===== src/rtl/dmem_dump_arbiter.sv =====
// Data-memory port arbiter: passes MEM-stage accesses through when idle and
// sequences a word-by-word memory dump to the debug path. Optional macro: DMEM_DUMP_SKIP_ZERO_EN.
module dmem_dump_arbiter #(
  parameter int WORD_LEN      = 32,
  parameter int DATA_MEM_SIZE = 1024,
  parameter int DUMP_WORDS    = DATA_MEM_SIZE / 4
) (
  input  logic                i_clk,
  input  logic                i_rst,
  input  logic                i_cpu_halted,
  input  logic                i_cpu_write_en,
  input  logic [1:0]          i_cpu_size,
  input  logic                i_cpu_unsigned,
  input  logic [WORD_LEN-1:0] i_cpu_addr,
  input  logic [WORD_LEN-1:0] i_cpu_data,
  input  logic [WORD_LEN-1:0] i_mem_data,
  output logic                o_mem_write_en,
  output logic [1:0]          o_mem_size,
  output logic                o_mem_unsigned,
  output logic [WORD_LEN-1:0] o_mem_addr,
  output logic [WORD_LEN-1:0] o_mem_data,
  input  logic                i_dbg_dump_req,
  input  logic                i_dbg_ready,
  output logic                o_dbg_valid,
  output logic [WORD_LEN-1:0] o_dbg_data,
  output logic [WORD_LEN-1:0] o_dbg_addr,
  output logic                o_dbg_done,
  output logic                o_busy
);

  // state      | meaning
  // ST_IDLE    | memory port mirrors the MEM stage; waits for a halted dump request
  // ST_RD_ADDR | word address driven; memory updates read data on the negedge
  // ST_RD_DATA | read data captured into the debug output registers
  // ST_PRESENT | o_dbg_valid high, word held until i_dbg_ready
  // ST_DONE    | one-cycle o_dbg_done pulse, then back to ST_IDLE

  localparam int CNT_W = (DUMP_WORDS > 1) ? $clog2(DUMP_WORDS) : 1;
  localparam logic [CNT_W-1:0] LAST_CNT = CNT_W'(DUMP_WORDS - 1);

  typedef enum logic [2:0] {
    ST_IDLE,
    ST_RD_ADDR,
    ST_RD_DATA,
    ST_PRESENT,
    ST_DONE
  } state_t;

  state_t              state_q;
  logic                pend_q;
  logic [CNT_W-1:0]    cnt_q;
  logic                dbg_valid_q;
  logic                dbg_done_q;
  logic                busy_q;
  logic [WORD_LEN-1:0] dbg_data_q;
  logic [WORD_LEN-1:0] dbg_addr_q;
  logic [WORD_LEN-1:0] dump_addr;

  assign dump_addr = WORD_LEN'(cnt_q) << 2;

  always_ff @(posedge i_clk) begin
    if (i_rst) begin
      state_q     <= ST_IDLE;
      pend_q      <= 1'b0;
      cnt_q       <= '0;
      dbg_valid_q <= 1'b0;
      dbg_done_q  <= 1'b0;
      busy_q      <= 1'b0;
      dbg_data_q  <= '0;
      dbg_addr_q  <= '0;
    end else begin
      dbg_done_q <= 1'b0;
      case (state_q)
        ST_IDLE: begin
          if ((i_dbg_dump_req || pend_q) && i_cpu_halted) begin
            pend_q  <= 1'b0;
            cnt_q   <= '0;
            busy_q  <= 1'b1;
            state_q <= ST_RD_ADDR;
          end else if (i_dbg_dump_req) begin
            pend_q <= 1'b1;
          end
        end
        ST_RD_ADDR: state_q <= ST_RD_DATA;
        ST_RD_DATA:
`ifdef DMEM_DUMP_SKIP_ZERO_EN
          if (i_mem_data == '0) begin
            if (cnt_q == LAST_CNT) begin
              dbg_done_q <= 1'b1;
              state_q    <= ST_DONE;
            end else begin
              cnt_q   <= cnt_q + CNT_W'(1);
              state_q <= ST_RD_ADDR;
            end
          end else
`endif
          begin
            dbg_data_q  <= i_mem_data;
            dbg_addr_q  <= dump_addr;
            dbg_valid_q <= 1'b1;
            state_q     <= ST_PRESENT;
          end
        ST_PRESENT: begin
          if (i_dbg_ready) begin
            dbg_valid_q <= 1'b0;
            if (cnt_q == LAST_CNT) begin
              dbg_done_q <= 1'b1;
              state_q    <= ST_DONE;
            end else begin
              cnt_q   <= cnt_q + CNT_W'(1);
              state_q <= ST_RD_ADDR;
            end
          end
        end
        ST_DONE: begin
          busy_q  <= 1'b0;
          state_q <= ST_IDLE;
        end
        default: begin
          dbg_valid_q <= 1'b0;
          busy_q      <= 1'b0;
          state_q     <= ST_IDLE;
        end
      endcase
    end
  end

  // Outside IDLE the CPU side is cut off, so stores issued during a dump are dropped.
  always_comb begin
    if (state_q == ST_IDLE) begin
      o_mem_write_en = i_cpu_write_en;
      o_mem_size     = i_cpu_size;
      o_mem_unsigned = i_cpu_unsigned;
      o_mem_addr     = i_cpu_addr;
      o_mem_data     = i_cpu_data;
    end else begin
      o_mem_write_en = 1'b0;
      o_mem_size     = 2'b10;
      o_mem_unsigned = 1'b1;
      o_mem_addr     = dump_addr;
      o_mem_data     = '0;
    end
  end

  assign o_dbg_valid = dbg_valid_q;
  assign o_dbg_data  = dbg_data_q;
  assign o_dbg_addr  = dbg_addr_q;
  assign o_dbg_done  = dbg_done_q;
  assign o_busy      = busy_q;

endmodule


===== config.mk =====
export PLATFORM = sky130hd
export DESIGN_NAME = dmem_dump_arbiter
export DESIGN_NICKNAME = d
export VERILOG_FILES = /design/src/rtl/dmem_dump_arbiter.sv
export SDC_FILE = /design/constraint.sdc
export NUM_CORES = 1
export LEC_CHECK = 0
export BUFFER_PORTS_ARGS = -buffer_cell sky130_fd_sc_hd__buf_2
export CAP_MARGIN = 0
export CORE_AREA = 2 2 92 94
export CTS_CLUSTER_SIZE = 16
export DETAILED_ROUTE_END_ITERATION = 12
export DIE_AREA = 0 0 94 96
export PLACE_DENSITY_LB_ADDON = 0.15
export REMOVE_ABC_BUFFERS = 1
export SYNTH_ARGS = -nofsm -noshare
export SYNTH_HDL_FRONTEND = slang
export SYNTH_SLANG_ARGS = --single-unit

===== constraint.sdc =====
create_clock -name i_clk -period 2.1 [get_ports i_clk]
set_input_delay 0.21 -clock i_clk [delete_from_list [all_inputs] [get_ports i_clk]]
set_output_delay 0.21 -clock i_clk [all_outputs]
set_load 0.01 [all_outputs]

# --- Yosys cells after proc, flatten, opt, wreduce, memory -nomap -nowiden ---
# Cells that the tools add are included.
word_totals:
  register_bits: 55
  input_bits: 105
  out_inout_bits: 135
  word_cells: 54
classes:
  addsub: 1
  n_eq_ne: 8
  n_mux: 20
  n_bitwise: 4
  reduce_logical: 13
ops:
  columns: ["op", "n"]
  rows:
  - ["32-bit two-way mux", 2]
  - ["8-bit two-way mux", 3]
  - ["8-bit one-hot mux with 2 select lines", 1]
  - ["3-bit one-hot mux with 4 select lines", 1]
  - ["3-bit two-way mux", 3]
  - ["3-bit OR reduction", 3]
  - ["8-bit by 1-bit adder with 8-bit output, second input constant", 1]
  - ["8-bit equality test, second input constant", 1]
  - ["2-bit AND reduction", 4]
  - ["1-bit two-way mux", 7]
  - ["3-bit by 2-bit equality test with 1-bit output, second input constant", 2]
  - ["2-bit != test, second input constant", 3]
  - ["1-bit NOT", 4]
  - ["4-bit AND reduction", 1]
  - ["2-bit nonzero test", 2]
  - ["3-bit by 1-bit equality test with 1-bit output, second input constant", 1]
  - ["3-bit equality test, second input constant", 1]
  - ["3-bit zero test", 1]
  - ["1-bit one-hot mux with 3 select lines", 1]
  - ["2-bit two-way mux", 1]
  - ["1-bit one-hot mux with 2 select lines", 1]
  - ["1-bit logical AND", 1]
  - ["1-bit logical OR", 1]

# --- Logic depth before layout (Yosys ltp) ---
# Gate-level depths: netlist of the first run.
depth:
  word_depth: 4
  depth_mapped: 7
  depth_no_buf: 5

# --- Worst setup path after synthesis of the first run ---
# Ideal clock, no wire load.
synth_path:
  kind: "reg2reg"
  startpoint: "register cnt_q[0]"
  endpoint: "register cnt_q[5]"
  setup_ns: 0.114
  arrival_time_ns: 1.615
  t_required_ns: 1.986
  setup_slack_ns: 0.371
  stages_incl_launch_ff: 8
  n_path_buf: 2
  path_cell_list: "dfxtp_1 > ha_1 > and3_1 > buf_6 > a211o_1 > buf_6 > a32o_1 > a21o_1"
synth_between:
  elab_chain_cells: 4
synth_rtl:
  columns: ["element", "line_no", "rtl"]
  rows:
  - ["start, declared", "51", "logic [CNT_W-1:0] cnt_q;"]
  - ["start signal, assigned", "110", "cnt_q <= cnt_q + CNT_W'(1);"]
  - ["8-bit by 1-bit adder with 8-bit output", "110", null]
  - ["8-bit two-way mux", "106", "if (cnt_q == LAST_CNT) begin"]
  - ["8-bit two-way mux", "104", "if (i_dbg_ready) begin"]
  - ["8-bit one-hot mux with 2 select lines", "73", "case (state_q)"]
# Parallel ways exist; a longest one is shown, timed or not. The select of a mux whose other input is x is not followed.
# A chain may end at the register's enable or synchronous reset.

# --- Worst setup path in the final report of the first run ---
layout_path:
  startpoint: "register state_q[0]"
  endpoint: "output port o_mem_addr[2]"
layout_between:
  elab_chain_cells: 2
layout_rtl:
  columns: ["element", "line_no", "rtl"]
  rows:
  - ["start, declared", "49", "state_t state_q;"]
  - ["start signal, assigned", "63", "state_q <= ST_IDLE;"]
  - ["start signal, assigned", "79", "state_q <= ST_RD_ADDR;"]
  - ["start signal, assigned", "84", "ST_RD_ADDR: state_q <= ST_RD_DATA;"]
  - ["3-bit zero test", "130", "if (state_q == ST_IDLE) begin"]
  - ["32-bit two-way mux", "130", null]
  - ["end, declared", "20", "output logic [WORD_LEN-1:0] o_mem_addr,"]
# No other way between the ends.

==> impl_metrics.json, run 1 <==
{
  "start_util": 0.356,
  "post_cts_buffers": 0,
  "synthAdderAreaFrac": 0.00437,
  "tightestPinTransition_ns": 0.503,
  "cp.required_ns": 1.89,
  "grt_first_pass_wirelength_um": 12600,
  "grt_max_degree": 69,
  "via_per_inst": 4.52,
  "place_congestion": 0.833,
  "holdWs_ns": 0.0922,
  "synth_top_cell_by_area": "dfxtp_1",
  "grt_pass1_vias": 2421,
  "max_freq_mhz": 510,
  "fillCellCount": 840,
  "netlist_area_um2": 2870,
  "cts_resized": 0,
  "yosys-top-cells-count": "89 x nand2_1, 60 x and2_1, 55 x dfxtp_1",
  "clk_latency_ns": 0.30,
  "status": "finished clean",
  "combPwrFrac": 0.348,
  "relSlewSlack": 0.664,
  "portBuffers": 215,
  "diodes": 0,
  "yosysWarnings": 0,
  "wl_um": 8830,
  "yosys_register_bits": 55,
  "finalSetupViolCount": 0,
  "p_switching_uw": 884,
  "drive_gt1_frac": 0.426,
  "core_area_um2": 8050,
  "synth-seq-area-share": 0.384,
  "grt-ovfl-total": 0,
  "setup_tns_ns": 0,
  "wl_per_cell_um": 13.1,
  "drc_errors": 0,
  "min_period_ns": 1.96,
  "die_height_um": 96,
  "crit_arrival_ns": 1.75,
  "p_per_area_nw_per_um2": 661,
  "path_cells": "nor3_4 -> buf_12 -> mux2_2 -> buf_2",
  "cts.path.max_buffers": 2,
  "die_x_um": 94,
  "ant_nets": 0,
  "finalCritPeriodShare": 0.934,
  "drv_slew": 0,
  "final_hold_viol_count": 0,
  "max_cap_violations": 0,
  "dieArea_um2": 9020,
  "cts_inserted_buffers": 5,
  "pwr-share-seq": 0.435,
  "crit_buf_inv": 2,
  "htree_levels": 2,
  "synthCells": 372,
  "crit_path_max_fanout": 68,
  "drtIter0Drc": 190,
  "p_clk_frac": 0.218,
  "clock-skew-final_ns": 0.00395,
  "drtPass1Iterations": 5,
  "multi_input_area_um2": 1500,
  "post-dp-hpwl_um": 6730,
  "synth_top_family_by_area": "simple AND/OR/NAND/NOR gates",
  "syn_to_final_growth_pct": 38.9,
  "grt_use_total": 0.178,
  "final_cells": 676,
  "syn_area_per_cell_um2": 7.70,
  "ys.flop_type": "dfxtp_1",
  "row_count": 33,
  "cts_tree": "done",
  "synth_top_area_frac": 0.384,
  "cts_hold_buf": 0,
  "place_inst": 668,
  "synth_cell_types": 44,
  "worst_setup_path_start_kind": "flip-flop",
  "synthMuxAreaShare": 0.0310,
  "yosysMostFrequentCell": "nand2_1",
  "synth-compound-area-share": 0.128,
  "synth-simple-area-share": 0.328,
  "clock-root-buffer": "clkbuf_8",
  "cts.sinks": 55,
  "p_int_uw": 1750,
  "ir_drop_mv": 0.399,
  "end_kind": "primary output",
  "synth-async-reset-ratio": 0,
  "seq_area_um2": 1100,
  "antenna_found_initial": 0,
  "crit_family": "flip-flops",
  "synth_edf_count": 0,
  "grt_setup_unrepaired": "false",
  "netSwitchingFraction": 0.336,
  "synth_xor_area_frac": 0,
  "final_nets": 676,
  "cp_slowest_cell": "dfxtp_1",
  "worstSetupPathType": "reg -> out",
  "ys_top_cells_by_area": "dfxtp_1 38%, and2_1 13%, nand2_1 12%, a21oi_1 8.0%, buf_4 6.6%",
  "p_leak_uw": 0.00203,
  "slowest_delay_ns": 0.43,
  "io_pins": 240,
  "num_vias": 3056,
  "clk_pin_slew_ns": 0.09,
  "worstHoldPathType": "in -> reg"
}
## worst paths after layout
path | startpoint | to | slack [ns] | depth (start not counted)
setup / recovery | state_q[0]$_SDFFE_PP0P_ | o_mem_addr[2] | 0.14 | 4
hold / removal | i_cpu_halted | pend_q$_SDFFE_PP0P_ | 0.09 | 2
setup reg to reg | cnt_q[0]$_SDFFE_PP0P_ | cnt_q[5]$_SDFFE_PP0P_ | 0.36 | 5
hold reg to reg | o_dbg_data[11]$_SDFFE_PP0P_ | o_dbg_data[11]$_SDFFE_PP0P_ | 0.45 | 2
## layout make-up
class                           instances  share of cell area
Multi-Input combinational cell        281               0.377
Timing Repair Buffer                  223               0.289
Sequential cell                        55               0.277
Tap cell                              105              0.0330
Clock buffer                            6              0.0182
Inverter                                4             0.00377
Clock inverter                          2             0.00314
## logic make-up (layout without fill, tap and decap cells)
logic type                 Yosys count  in the layout
AOI/OAI and AO/OA                   65             65
adders and majority gates            1              1
buffers and inverters               59            235
DFF                                 55             55
muxes                                8              8
other                                1             24
and+or+nand+nor                    183            183
## sequential cells by signal, summed over array words and instances (netlist names)
register     count
state_q          3
o_dbg_valid      1
o_busy           1
cnt_q            8
o_dbg_addr       8
o_dbg_data      32
o_dbg_done       1
pend_q           1
## cells in the final DEF (no fill, tap or decap), drive strengths merged, types with 6 or more instances in the layout
cell type / Yosys / final
a21oi: 46 / 46
and2: 60 / 60
buf: 40 / 223
clkbuf: 15 / 6
conb: 1 / 24
dfxtp: 55 / 55
mux2: 7 / 7
nand2: 91 / 91
nand3: 6 / 6
nand4: 6 / 6
nor2: 6 / 6
## layer usage
layer  GRT usage  share of wire  wire length [um]  vias up
li1            -              -                 -     1555
met1       0.231           0.43              3780     1372
met2       0.301           0.49              4290      125
met3      0.0470          0.079               697        4
met4      0.0326         0.0067                59        0
met5           0              0                 0        -
## power by group through the flow
stage | sequential, uW | clock [uW] | combinational, uW
after floorplan | 1190 | 0 | 453
after global placement | 1160 | 0 | 914
after detailed placement | 1170 | 0 | 921
after CTS | 1140 | 604 | 924
after global routing | 1150 | 638 | 1000
final | 1140 | 572 | 914
## worst register-to-register path: cells and delay by family, from the launching register on
| family | cells | cell delay [ns] |
|---|---|---|
| flip-flops | 1 | 0.32 |
| adder cells (fa/ha/maj) | 1 | 0.22 |
| AND/OR/NAND/NOR | 1 | 0.25 |
| AO/OA/AOI/OAI | 3 | 0.86 |
## metrics by stage
step / area, um2 / power [uW] / utilization / worst slack, ns
after global routing: 3980 / 2800 / 0.494 / 0.0224
final: 3980 / 2630 / 0.494 / 0.138
after global placement: 3890 / 2080 / 0.484 / 0.408
after floorplan: 2620 / 1640 / - / -0.0641
after CTS: 3980 / 2670 / 0.494 / 0.126
after detailed placement: 3890 / 2090 / 0.484 / 0.380
No activity file was read; power rests on OpenSTA's default activity.
==> inputs of run 2 (changes only) <==
Settings changed: SETUP_SLACK_MARGIN from default to 0.15.
==> impl_metrics.json, run 2 (same netlist as run 1, synthesis figures left out) <==
{
  "grt_use_total": 0.181,
  "p_clk_frac": 0.211,
  "pwr-share-seq": 0.424,
  "final_common_cell": "buf_2",
  "drtIter0Drc": 166,
  "num_vias": 3072,
  "syn_to_final_growth_pct": 41.4,
  "p_leak_uw": 0.00207,
  "combPwrFrac": 0.365,
  "finalSetupViolCount": 0,
  "clk_latency_ns": 0.30,
  "grt_setup_unrepaired": "true",
  "final_hold_viol_count": 0,
  "cts_inserted_buffers": 5,
  "worstSetupPathType": "reg -> out",
  "drc_errors": 0,
  "crit_arrival_ns": 1.67,
  "ir_drop_mv": 0.399,
  "start_util": 0.356,
  "clock-skew-final_ns": 0.00446,
  "p_per_area_nw_per_um2": 667,
  "ant_nets": 0,
  "cts_tree": "done",
  "status": "finished clean",
  "cp.required_ns": 1.89,
  "max_cap_violations": 0,
  "drive_gt1_frac": 0.432,
  "fin_area_um2": 4050,
  "diodes": 0,
  "io_pins": 240,
  "worstHoldPathType": "in -> reg",
  "largest_register_ffs": 32,
  "p_switching_uw": 900,
  "die_height_um": 96,
  "via_per_inst": 4.52,
  "drtPass1Iterations": 4,
  "grt-ovfl-total": 0,
  "grt_pass1_vias": 2452,
  "clk_pin_slew_ns": 0.09,
  "place_inst": 668,
  "cts_hold_buf": 0,
  "wl_um": 9130,
  "wl_per_cell_um": 13.4,
  "netSwitchingFraction": 0.333,
  "placed_cell_area_um2": 3890,
  "crit_path_max_fanout": 9,
  "clock-root-buffer": "clkbuf_8",
  "place_congestion": 0.833,
  "finalCritPeriodShare": 0.897,
  "antenna_found_initial": 0,
  "row_count": 33,
  "end_kind": "primary output",
  "cts.path.max_buffers": 2,
  "core_area_um2": 8050,
  "dieArea_um2": 9020,
  "post-dp-hpwl_um": 6730,
  "cts.sinks": 55,
  "min_period_ns": 1.88,
  "setup_tns_ns": 0,
  "grt_max_degree": 47,
  "die_x_um": 94,
  "worst_setup_path_start_kind": "flip-flop",
  "final_nets": 679,
  "portBuffers": 215,
  "p_int_uw": 1800,
  "post-place-ws_ns": 0.380,
  "max_freq_mhz": 531,
  "setup_ws_ns": 0.217,
  "drv_slew": 0,
  "final_cells": 679,
  "htree_levels": 2,
  "mostFrequentLayoutCells": "215 x buf_2, 89 x nand2_1, 60 x and2_1",
  "grt_first_pass_wirelength_um": 12800
}
==> run 2: cell types whose count changed in the layout (fill, tap and decap cells not counted), sizes merged <==
cell    previous run  this run
buf              223       224
bufbuf             0         1
clkbuf             6         7
==> run 2: final cells by class <==
class | count | area [um2]
timing repair buffer | 226 | 1210
inverter | 4 | 15.0
sequential | 55 | 1110
clock buffer | 6 | 72.6
fill | 839 | 4000
multi-input combinational | 281 | 1500
tap | 105 | 131
clock inverter | 2 | 12.5
==> run 2: critical path: stages (launching register included) <==
cell     delay (ns)
dfxtp_2        0.39
nor3_4         0.30
buf_4          0.20
mux2_2         0.33
buf_2          0.15
==> run 2: timing repair <==
item | 4_1_cts | 5_1_grt
gates resized for setup | 1 | 2
buffers inserted | 0 | 1
cloned | 1 | 1
pin swaps | 1 | 1
endpoints found under the setup margin | 5 | 7
==> run 2: metal layers <==
| metal | up-vias | GRT usage | wire, um |
|---|---|---|---|
| li1 | 1563 | - | - |
| met1 | 1388 | 0.236 | 3850 |
| met2 | 117 | 0.307 | 4460 |
| met3 | 4 | 0.0470 | 763 |
| met4 | 0 | 0.0326 | 59 |
| met5 | - | 0 | 0 |
==> run 2: power groups by stage <==
stage	logic, uW	registers, uW	clock network [uW]
final	986	1140	571
after floorplan	453	1190	0
after detailed placement	921	1170	0
after CTS	964	1140	604
after global routing	1080	1150	638
after global placement	914	1160	0
==> run 2: path summary, 6_finish.rpt <==
path	from	endpoint	slack, ns	cells past startpoint
min	i_cpu_halted	pend_q$_SDFFE_PP0P_	0.09	2
max reg2reg	cnt_q[0]$_SDFFE_PP0P_	cnt_q[5]$_SDFFE_PP0P_	0.36	5
max	state_q[0]$_SDFFE_PP0P_	o_mem_addr[7]	0.22	4
min reg2reg	o_dbg_data[11]$_SDFFE_PP0P_	o_dbg_data[11]$_SDFFE_PP0P_	0.45	2
==> run 2: stage by stage <==
stage,utilization,power (uW),hold WS (ns)
2_1_floorplan,-,1640,0.279
3_3_place_gp,0.484,2080,0.409
3_5_place_dp,0.484,2090,0.416
4_1_cts,0.499,2710,0.0840
5_1_grt,0.503,2870,0.0995
6_report,0.503,2700,0.0929
==> inputs of run 3 (changes only) <==
Settings changed: CORE_AREA 2 2 92 94 to 2 2 93 95, DIE_AREA 0 0 94 96 to 0 0 95 97.
Clock period 2.1 ns to 2.38 ns, I/O delays scaled along.
==> impl_metrics.json, run 3 (same netlist as run 1, synthesis figures left out) <==
{
  "status": "finished clean",
  "via_per_inst": 4.51,
  "core_area_um2": 8130,
  "fillCellCount": 879,
  "clk_pin_slew_ns": 0.09,
  "grt_max_degree": 73,
  "worst_setup_path_start_kind": "flip-flop",
  "place_inst": 665,
  "diodes": 0,
  "ff2ff_setup_slack_ns": 0.55,
  "post-dp-hpwl_um": 6810,
  "grt_first_pass_wirelength_um": 13100,
  "r2r_end": "cnt_q[7]$_SDFFE_PP0P_",
  "clock-root-buffer": "clkbuf_8",
  "min_from": "i_cpu_halted",
  "drc_errors": 0,
  "cts.sinks": 55,
  "dieArea_um2": 9220,
  "tightestPinTransition_ns": 0.508,
  "hold_depth": 2,
  "start_util": 0.352,
  "drive_gt1_frac": 0.424,
  "finalSetupViolCount": 0,
  "drv_slew": 0,
  "combPwrFrac": 0.341,
  "worstHoldPathType": "in -> reg",
  "cts_resized": 0,
  "cts_tree": "done",
  "relSlewSlack": 0.661,
  "wl_per_cell_um": 13.0,
  "setup_tns_ns": 0,
  "htree_levels": 2,
  "p_clk_frac": 0.229,
  "die_x_um": 95,
  "netSwitchingFraction": 0.333,
  "multi_input_area_um2": 1500,
  "drtPass1Iterations": 4,
  "num_vias": 3035,
  "clk_latency_ns": 0.30,
  "final_hold_viol_count": 0,
  "final_nets": 673,
  "mostFrequentLayoutCells": "215 x buf_2, 89 x nand2_1, 60 x and2_1",
  "finalCritPeriodShare": 0.860,
  "end_kind": "primary output",
  "max_freq_mhz": 489,
  "grt_use_total": 0.179,
  "cts.path.max_buffers": 2,
  "p_leak_uw": 0.00202,
  "final_cells": 673,
  "power.total_uw": 2350,
  "grt-ovfl-total": 0,
  "row_count": 33,
  "max_cap_violations": 0,
  "r2r_start": "state_q[1]$_SDFFE_PP0P_",
  "die_height_um": 97,
  "ant_nets": 0,
  "crit_arrival_ns": 1.81,
  "worstSetupPathType": "reg -> out",
  "seq_area_um2": 1100,
  "p_int_uw": 1570,
  "post_cts_buffers": 0,
  "cts_hold_buf": 0,
  "place_congestion": 0.836,
  "drtIter0Drc": 204,
  "min_to": "pend_q$_SDFFE_PP0P_",
  "wl_um": 8760,
  "min_period_ns": 2.05,
  "pwr-share-seq": 0.430,
  "antenna_found_initial": 0,
  "clock-skew-final_ns": 0.00696,
  "final_common_cell": "buf_2",
  "syn_to_final_growth_pct": 38.6,
  "reg2reg_depth": 4,
  "crit_path_max_fanout": 72,
  "io_pins": 240,
  "grt_pass1_vias": 2557,
  "largest_register_ffs": 32,
  "grt_setup_unrepaired": "false",
  "cts_inserted_buffers": 5,
  "p_switching_uw": 782,
  "p_per_area_nw_per_um2": 592,
  "portBuffers": 215,
  "ir_drop_mv": 0.276,
  "cp.required_ns": 2.14
}
==> run 3: worst max-delay path, cell delays in order (launching register included) <==
cell     delay, ns
dfxtp_1       0.47
nor3_4        0.21
buf_12        0.27
mux2_2        0.40
buf_2         0.15
==> run 3: through the flow <==
stage                     cell area, um2  hold WS, ns   util  setup WS (ns)
after floorplan                     2620        0.307      -          0.216
after global placement              3870        0.435  0.476          0.606
final                               3970        0.126  0.488          0.333
after CTS                           3970        0.110  0.488          0.310
after detailed placement            3870        0.443  0.476          0.586
after global routing                3970        0.126  0.488          0.235
==> run 3: worst max path at each step <==
| stage | slack [ns] | to | start |
|---|---|---|---|
| floorplan | 0.22 | cnt_q[5]$_SDFFE_PP0P_ | state_q[0]$_SDFFE_PP0P_ |
| global placement | 0.61 | cnt_q[7]$_SDFFE_PP0P_ | state_q[1]$_SDFFE_PP0P_ |
| detailed placement | 0.59 | cnt_q[7]$_SDFFE_PP0P_ | state_q[1]$_SDFFE_PP0P_ |
| CTS | 0.31 | o_mem_addr[3] | state_q[1]$_SDFFE_PP0P_ |
| global route | 0.24 | o_mem_addr[3] | state_q[1]$_SDFFE_PP0P_ |
| finish | 0.33 | o_mem_addr[3] | state_q[1]$_SDFFE_PP0P_ |
==> run 3: cell type report <==
type | count | share of cell area
multi-input cells | 281 | 0.377
inverters | 4 | 0.00378
clock buffers | 6 | 0.0208
well taps | 105 | 0.0331
flip-flops and latches | 55 | 0.277
repair buffers | 220 | 0.284
clock inverters | 2 | 0.00410
==> run 3: power by group through the flow <==
stage	Clock (uW)	Combinational [uW]	Sequential (uW)
3_3_place_gp	0	812	1030
4_1_cts	576	820	1010
3_5_place_dp	0	817	1030
6_report	539	802	1010
5_1_grt	611	890	1020
2_1_floorplan	0	399	1050
==> run 3: routing by layer <==
layer  up-vias  track usage  share of wire
li1       1552            -              -
met1      1351        0.236           0.43
met2       126        0.301           0.49
met3         6       0.0405          0.075
met4         0       0.0301         0.0068
met5         -            0              0
